==> src/rtl/dram_arb_pkg.sv <==
// +--------------------------------------------------------------------+
// | dram_arb_pkg : shared states, owner IDs and latency counter width  |
// | Rev 1.0                                                            |
// +--------------------------------------------------------------------+
`default_nettype none

package dram_arb_pkg;

  typedef enum logic [1:0] {
    IDLE  = 2'd0,
    ISSUE = 2'd1,
    WAIT  = 2'd2,
    RESP  = 2'd3
  } state_t;

  localparam logic OWN_IFU = 1'b0;
  localparam logic OWN_LSU = 1'b1;

  localparam int RD_LAT_MAX = 4;
  localparam int LAT_W      = $clog2(RD_LAT_MAX);

endpackage

`default_nettype wire

==> src/rtl/dram_arb_pick.sv <==
// +--------------------------------------------------------------------+
// | dram_arb_pick : two-way one-hot grant (bit0 IFU, bit1 LSU)          |
// | Macro DRAM_ARB_RR_EN selects round-robin, else LSU fixed priority  |
// | Rev 1.0                                                            |
// +--------------------------------------------------------------------+
`default_nettype none

module dram_arb_pick
  import dram_arb_pkg::*;
(
  input  logic       ifu_valid,
  input  logic       lsu_valid,
  input  logic       last_grant,
  output logic [1:0] grant
);

  always_comb begin
    grant = 2'b00;
    if (ifu_valid && lsu_valid) begin
`ifdef DRAM_ARB_RR_EN
      grant = (last_grant == OWN_LSU) ? 2'b01 : 2'b10;
`else
      grant = 2'b10;
`endif
    end else if (lsu_valid) begin
      grant = 2'b10;
    end else if (ifu_valid) begin
      grant = 2'b01;
    end
  end

`ifndef DRAM_ARB_RR_EN
  logic unused_last_grant;
  assign unused_last_grant = last_grant;
`endif

endmodule

`default_nettype wire

==> src/rtl/dram_arb.sv <==
// +--------------------------------------------------------------------+
// | dram_arb : IFU/LSU arbiter and single-outstanding DRAM sequencer   |
// | Macro DRAM_ARB_RR_EN enables round-robin arbitration               |
// | Rev 1.0                                                            |
// +--------------------------------------------------------------------+
`default_nettype none

module dram_arb
  import dram_arb_pkg::*;
#(
  parameter int DRAM_AW = 64,
  parameter int RD_LAT  = 1
) (
  input  logic               clk,
  input  logic               rst_n,
  input  logic               ifu_req_valid,
  output logic               ifu_req_ready,
  input  logic [DRAM_AW-1:0] ifu_req_addr,
  output logic               ifu_rsp_valid,
  output logic [63:0]        ifu_rsp_data,
  input  logic               lsu_req_valid,
  output logic               lsu_req_ready,
  input  logic [DRAM_AW-1:0] lsu_req_addr,
  input  logic [7:0]         lsu_req_we,
  input  logic               lsu_req_re,
  input  logic [63:0]        lsu_req_din,
  output logic               lsu_rsp_valid,
  output logic [63:0]        lsu_rsp_data,
  output logic [DRAM_AW-1:0] o_dram_addr,
  output logic [7:0]         o_dram_we,
  output logic               o_dram_re,
  output logic [63:0]        o_dram_din,
  input  logic [63:0]        i_dram_dout
);

  localparam logic [LAT_W-1:0]   LAT_LOAD   = LAT_W'(RD_LAT - 1);
  localparam logic [DRAM_AW-1:0] ALIGN_MASK = {{(DRAM_AW-3){1'b1}}, 3'b000};

  state_t             state, state_nxt;
  logic [DRAM_AW-1:0] addr_q;
  logic [7:0]         we_q;
  logic               re_q;
  logic [63:0]        din_q;
  logic               owner;
  logic [LAT_W-1:0]   cnt;
  logic [63:0]        ifu_data_q, lsu_data_q;
  logic               last_grant;
  logic [1:0]         grant;
  logic               handshake;
  logic               is_write;
  logic [DRAM_AW-1:0] sel_addr;

  dram_arb_pick u_pick (
    .ifu_valid  (ifu_req_valid),
    .lsu_valid  (lsu_req_valid),
    .last_grant (last_grant),
    .grant      (grant)
  );

  assign ifu_req_ready = (state == IDLE) && grant[0];
  assign lsu_req_ready = (state == IDLE) && grant[1];
  assign handshake     = ifu_req_ready || lsu_req_ready;
  assign is_write      = |we_q;
  assign sel_addr      = grant[1] ? lsu_req_addr : ifu_req_addr;

  always_comb begin
    state_nxt = state;
    case (state)
      IDLE:    if (handshake) state_nxt = ISSUE;
      ISSUE:   state_nxt = (!is_write && re_q) ? WAIT : RESP;
      WAIT:    if (cnt == '0) state_nxt = RESP;
      RESP:    state_nxt = IDLE;
      default: state_nxt = IDLE;
    endcase
  end

  always_ff @(posedge clk or negedge rst_n) begin
    if (!rst_n) begin
      state      <= IDLE;
      addr_q     <= '0;
      we_q       <= '0;
      re_q       <= 1'b0;
      din_q      <= '0;
      owner      <= OWN_IFU;
      cnt        <= '0;
      ifu_data_q <= '0;
      lsu_data_q <= '0;
    end else begin
      state <= state_nxt;
      if (handshake) begin
        addr_q <= sel_addr & ALIGN_MASK;
        owner  <= grant[1] ? OWN_LSU : OWN_IFU;
        we_q   <= grant[1] ? lsu_req_we  : 8'h00;
        re_q   <= grant[1] ? lsu_req_re  : 1'b1;
        din_q  <= grant[1] ? lsu_req_din : 64'h0;
      end
      if (state == ISSUE) begin
        cnt <= LAT_LOAD;
        // Writes and no-ops return zero data to their owner.
        if (is_write || !re_q) begin
          if (owner == OWN_LSU) lsu_data_q <= '0;
          else                  ifu_data_q <= '0;
        end
      end
      if (state == WAIT) begin
        if (cnt == '0) begin
          if (owner == OWN_LSU) lsu_data_q <= i_dram_dout;
          else                  ifu_data_q <= i_dram_dout;
        end else begin
          cnt <= cnt - 1'b1;
        end
      end
    end
  end

`ifdef DRAM_ARB_RR_EN
  always_ff @(posedge clk or negedge rst_n) begin
    if (!rst_n)         last_grant <= OWN_IFU;
    else if (handshake) last_grant <= grant[1] ? OWN_LSU : OWN_IFU;
  end
`else
  assign last_grant = OWN_IFU;
`endif

  // Strobes are decoded from state so an async reset clears them at once.
  assign o_dram_addr   = addr_q;
  assign o_dram_din    = din_q;
  assign o_dram_we     = (state == ISSUE) ? we_q : 8'h00;
  assign o_dram_re     = (state == ISSUE) && !is_write && re_q;
  assign ifu_rsp_valid = (state == RESP) && (owner == OWN_IFU);
  assign lsu_rsp_valid = (state == RESP) && (owner == OWN_LSU);
  assign ifu_rsp_data  = ifu_data_q;
  assign lsu_rsp_data  = lsu_data_q;

endmodule

`default_nettype wire

==> config.mk <==
export PLATFORM = sky130hd
export DESIGN_NAME = dram_arb
export DESIGN_NICKNAME = d
export VERILOG_FILES = /design/src/rtl/dram_arb_pkg.sv /design/src/rtl/dram_arb_pick.sv /design/src/rtl/dram_arb.sv
export SDC_FILE = /design/constraint.sdc
export NUM_CORES = 1
export LEC_CHECK = 0
export ABC_AREA = 1
export CAP_MARGIN = 25
export CELL_PAD_IN_SITES_DETAIL_PLACEMENT = 1
export CELL_PAD_IN_SITES_GLOBAL_PLACEMENT = 1
export CORE_AREA = 2 2 208 210
export CTS_CLUSTER_DIAMETER = 40
export DETAILED_ROUTE_END_ITERATION = 10
export DIE_AREA = 0 0 210 212
export PLACE_DENSITY_LB_ADDON = 0.1
export SYNTH_ARGS = -nofsm -noshare
export SYNTH_HDL_FRONTEND = slang
export SYNTH_HIERARCHICAL = 1
export SYNTH_SLANG_ARGS = --single-unit
==> constraint.sdc <==
create_clock -name clk -period 4.5 [get_ports clk]
set_input_delay 0.9 -clock clk [delete_from_list [all_inputs] [get_ports clk]]
set_output_delay 0.9 -clock clk [all_outputs]
set_load 0.01 [all_outputs]
## Yosys cells after proc, flatten, opt, wreduce, memory -nomap -nowiden

Cells that the tools add are included.

- ROM bits: 0
- Input bits: 269
- Latch bits: 0
- Memories: 0
- Output and inout port bits: 269
- Logic and storage cells: 60
- Bits in writable memories: 0
- Flip-flop bits (word level): 267

- Order comparisons: 0
- Mux-type cells: 28
- Shift-type cells: 0
- Eq/ne operators: 5
- Multiply operators: 0
- Bitwise logic cells: 1
- Add/sub/neg operators: 1
- Reductions and logical operators: 16
- Div/mod/pow operators: 0

Operators by type and width:

| operator | count |
|---|---|
| $mux 64 | 14 |
| $mux 8 | 2 |
| $mux 2 | 7 |
| $logic_and 1x1->1 | 8 |
| $pmux 2 s4 | 1 |
| $reduce_or 8->1 | 1 |
| $eq 2x2->1 const B | 2 |
| $logic_not 2->1 | 2 |
| $mux 1 | 4 |
| $ne 2x2->1 const B | 2 |
| $eq 2x1->1 const B | 1 |
| $logic_not 1->1 | 2 |
| $logic_or 1x1->1 | 2 |
| $reduce_and 2->1 | 1 |
| $sub 2x1->2 const B | 1 |
| $not 1->1 | 1 |

## Longest topological paths before layout

- Depth in word-level cells: 7
- Gate-level depth with buffers: 12
- Gate-level depth less buffers: 11

## Hierarchy

The synthesis kept the hierarchy.

Modules (own cells, without submodules):

| module | times used | cells each | area an instance (um^2) | seq. area each (um^2) |
|---|---|---|---|---|
| dram_arb | 1 | 1178 | 10875.4 | 6681.4 |
| dram_arb_pick | 1 | 3 | 11.3 | 0.0 |

## Worst setup path after synthesis

No wires, ideal clock.

- Path kind: input to output
- From: input port lsu_req_valid
- To: output port lsu_req_ready
- Arrival time: 1.620 ns
- Cell stages on the path: 4
- Data required time: 3.600 ns
- Slack: 1.980 ns
- Path buffers: 2
- Cell sequence: clkbuf_1 -> nand2_2 -> inv_2 -> clkbuf_1

- Word-level cells in the longest chain between the ends: 3
- Elaborated cells between the ends (all ways): 4
- Classes of those cells: mux: 2; reduce/logical: 2

RTL lines:

| what | line | RTL |
|---|---|---|
| start, declared | dram_arb.sv:21 | `input logic lsu_req_valid,` |
| $mux 2 or $logic_and 1x1->1 (tied branches) | dram_arb_pick.sv:25, dram_arb_pick.sv:19 |  |
| $mux 2 * | dram_arb_pick.sv:19 | `if (ifu_valid && lsu_valid) begin` |
| $logic_and 1x1->1 * | dram_arb.sv:61 | `assign lsu_req_ready = (state == IDLE) && grant[1];` |
| end, declared | dram_arb.sv:22 | `output logic lsu_req_ready,` |

Mark *: on every way between the ends. The rest lies on a longest branch, timed or not.

## Worst setup path after layout

- From: register state[1]
- To: output port o_dram_re

- Word-level cells in the longest chain between the ends: 3

RTL lines:

| what | line | RTL |
|---|---|---|
| start, declared | dram_arb.sv:39 | `state_t state, state_nxt;` |
| start signal, assigned | dram_arb.sv:89 | `state <= state_nxt;` |
| $eq 2x1->1 | dram_arb.sv:129 | `assign o_dram_re = (state == ISSUE) && !is_write && re_q;` |
| $logic_and 1x1->1 (2 in a row) | dram_arb.sv:129 |  |
| end, declared | dram_arb.sv:31 | `output logic o_dram_re,` |

No other way between the ends.

==> metrics.cfg <==
[drt]
routed_wirelength_um=44200
via_per_inst=4.43
firstDrtPassIters=4
drt_iter0_drc=398
drtAntennaViolNets=0
remaining_drc_errors=0
route.vias.total=10100
wl_per_cell_um=19.3

[global_routing]
grt_pass1_wl_um=65900
grtUsageTotal=0.196
first_global_vias=10700
grt_antenna_before_repair=15
grt_max_degree=104
overflow=0

[layout]
multi_input_area_sq_um=3510
num-fill-cells=4840
drive_above_1_share=0.0633
register_area_sq_um=6680
fin_util=0.433
layout.nets=1972
most-common-layout-cells=clkdlybuf4s50_1 (526), nand2_1 (463), dfrtp_1 (266)
final_common_cell=clkdlybuf4s50_1
areaGrowthSynthToFinish_pct=69.1
design_area_sq_um=18400
instances_no_fill=2288

[place]
io_buffer_count=528
place_ws_ns=1.36
dp_hpwl_um=31200
gp_congestion=0.784
place_area_sq_um=16600
dpl.cell_count=2192

[die]
io_pins=538
rows=76
coreArea_sq_um=42500
die_x_um=210
fp.dieArea_sq_um=44500
start_util=0.256
dieHeight_um=212

[critical_path]
worstSetupStartpointType=register
ff2ff_path_depth=9
worstSetupEndpointType=output port
cp_data_arrival_time_ns=2.49
crit_required_ns=3.60
worstSetupPathType=reg2out
crit_start=state[1]$_DFFE_PN0P_
worstPathMaxFanout=10
r2r_start=state[1]$_DFFE_PN0P_

[clock_tree]
root_buffer=clkbuf_16
ctsResizeCount=0
cts_sinks=267
clkTransAtPathRegs_ns=0.05
cts.path.max_buffers=3
cts_tree=yes
hold_buffers=0
cts_setup_buffers=0
ctsHtreeMaxLevel=2
numCtsBuffers=50
clk_latency_ns=0.58

[power]
ir_drop_mv=0.273
powerDensity_nw_per_um2=712
power.leakage_nw=8.81

[timing]
finalCritPeriodShare=0.754
fin_ws_ns=1.11
rsz0062_at_grt=no
final-hold-violation-count=0
tightestPinTransition_ns=0.908
drv_slew=0
max-slew-margin-rel=0.394
max_freq_mhz=295
setup_violations=0
finalSetupTns_ns=0
period_needed_ns=3.39
fin_skew_ns=0.0258

[flow_run]
drv_cap=0

[synthesis]
ys_seq_area_frac=0.614
synthCells=1181
synth_area_leader_cell=dfrtp_1
synth_area_leaders=dfrtp_1 (61%), nand2_1 (16%), a22o_1 (5.6%)
netlist_area_sq_um=10900
synth_warnings=6
synth.distinct_cells=23
synth-seq-cells=267
syn_area_per_cell_sq_um=9.22
synth_top_area_share=0.614

[status]
outcome=finished, final reports clean

[hold_path]
worstHoldPathType=in2async

[layer usage]
metal / GRT usage / share of wire / vias to the layer above
met4: 0.0765 / 0.032 / 22
met2: 0.321 / 0.47 / 370
met5: 0 / 0.0030 / -
met1: 0.223 / 0.39 / 4831
met3: 0.0895 / 0.10 / 90
li1: - / - / 4829
[logic make-up after synthesis]
logic type / count (synthesis) / synth area share
DFF: 267 / 0.614
adders and majority gates: 5 / 0.00575
other: 1 / 0.000344
buffers and inverters: 162 / 0.0659
and+or+nand+nor: 543 / 0.196
AOI/OAI and AO/OA: 203 / 0.118
[critical path: stages (launching register included)]
cell	delay, ns
dfrtp_1	0.40
inv_1	0.14
ha_1	0.43
inv_1	0.11
nor3_1	0.21
clkdlybuf4s50_1	0.62
[cells in the mapped netlist, drive strengths merged]
| library cell | count |
|---|---|
| clkbuf | 37 |
| nand3 | 66 |
| o21ai | 128 |
| a21boi | 1 |
| a22o | 70 |
| inv | 84 |
| dfrtp | 267 |
| nor3 | 1 |
| o22a | 1 |
| conb | 1 |
| o21bai | 1 |
| buf | 41 |
| nor2 | 9 |
| a21oi | 2 |
| ha | 5 |
| nand2 | 467 |
[final timing paths]
kind                                              end  slack (ns)
setup / recovery                            o_dram_re        1.11
setup reg to reg                             register        1.77
max in group asynchronous  asynchronous set/reset pin        3.07
hold / removal             asynchronous set/reset pin        0.35
hold reg to reg                              register        0.46
min in group clk                             register        0.46
[report_power, final]
| group | internal (W) | total (W) | switching [W] |
|---|---|---|---|
| clock network | 0.00268 | 0.00400 | 0.00132 |
| logic | 0.00251 | 0.00511 | 0.00260 |
| registers | 0.00341 | 0.00399 | 0.000587 |
| total | 0.00859 | 0.0131 | 0.00451 |
[through the flow]
step | power, W | hold WS, ns
finish | 0.0131 | 0.352
global route | 0.0139 | 0.436
CTS | 0.0133 | 0.409
floorplan | 0.00622 | 0.474
detailed placement | 0.00922 | 0.457
global placement | 0.00913 | 0.454
[final cells by class]
class	count	area share
antenna	4	0.000544
inverter	84	0.0173
tap	546	0.0371
sequential	267	0.363
clock inverter	26	0.0197
multi-input combinational	754	0.190
timing repair buffer	541	0.295
clock buffer	66	0.0773
Power figures use the tool's default switching activity.
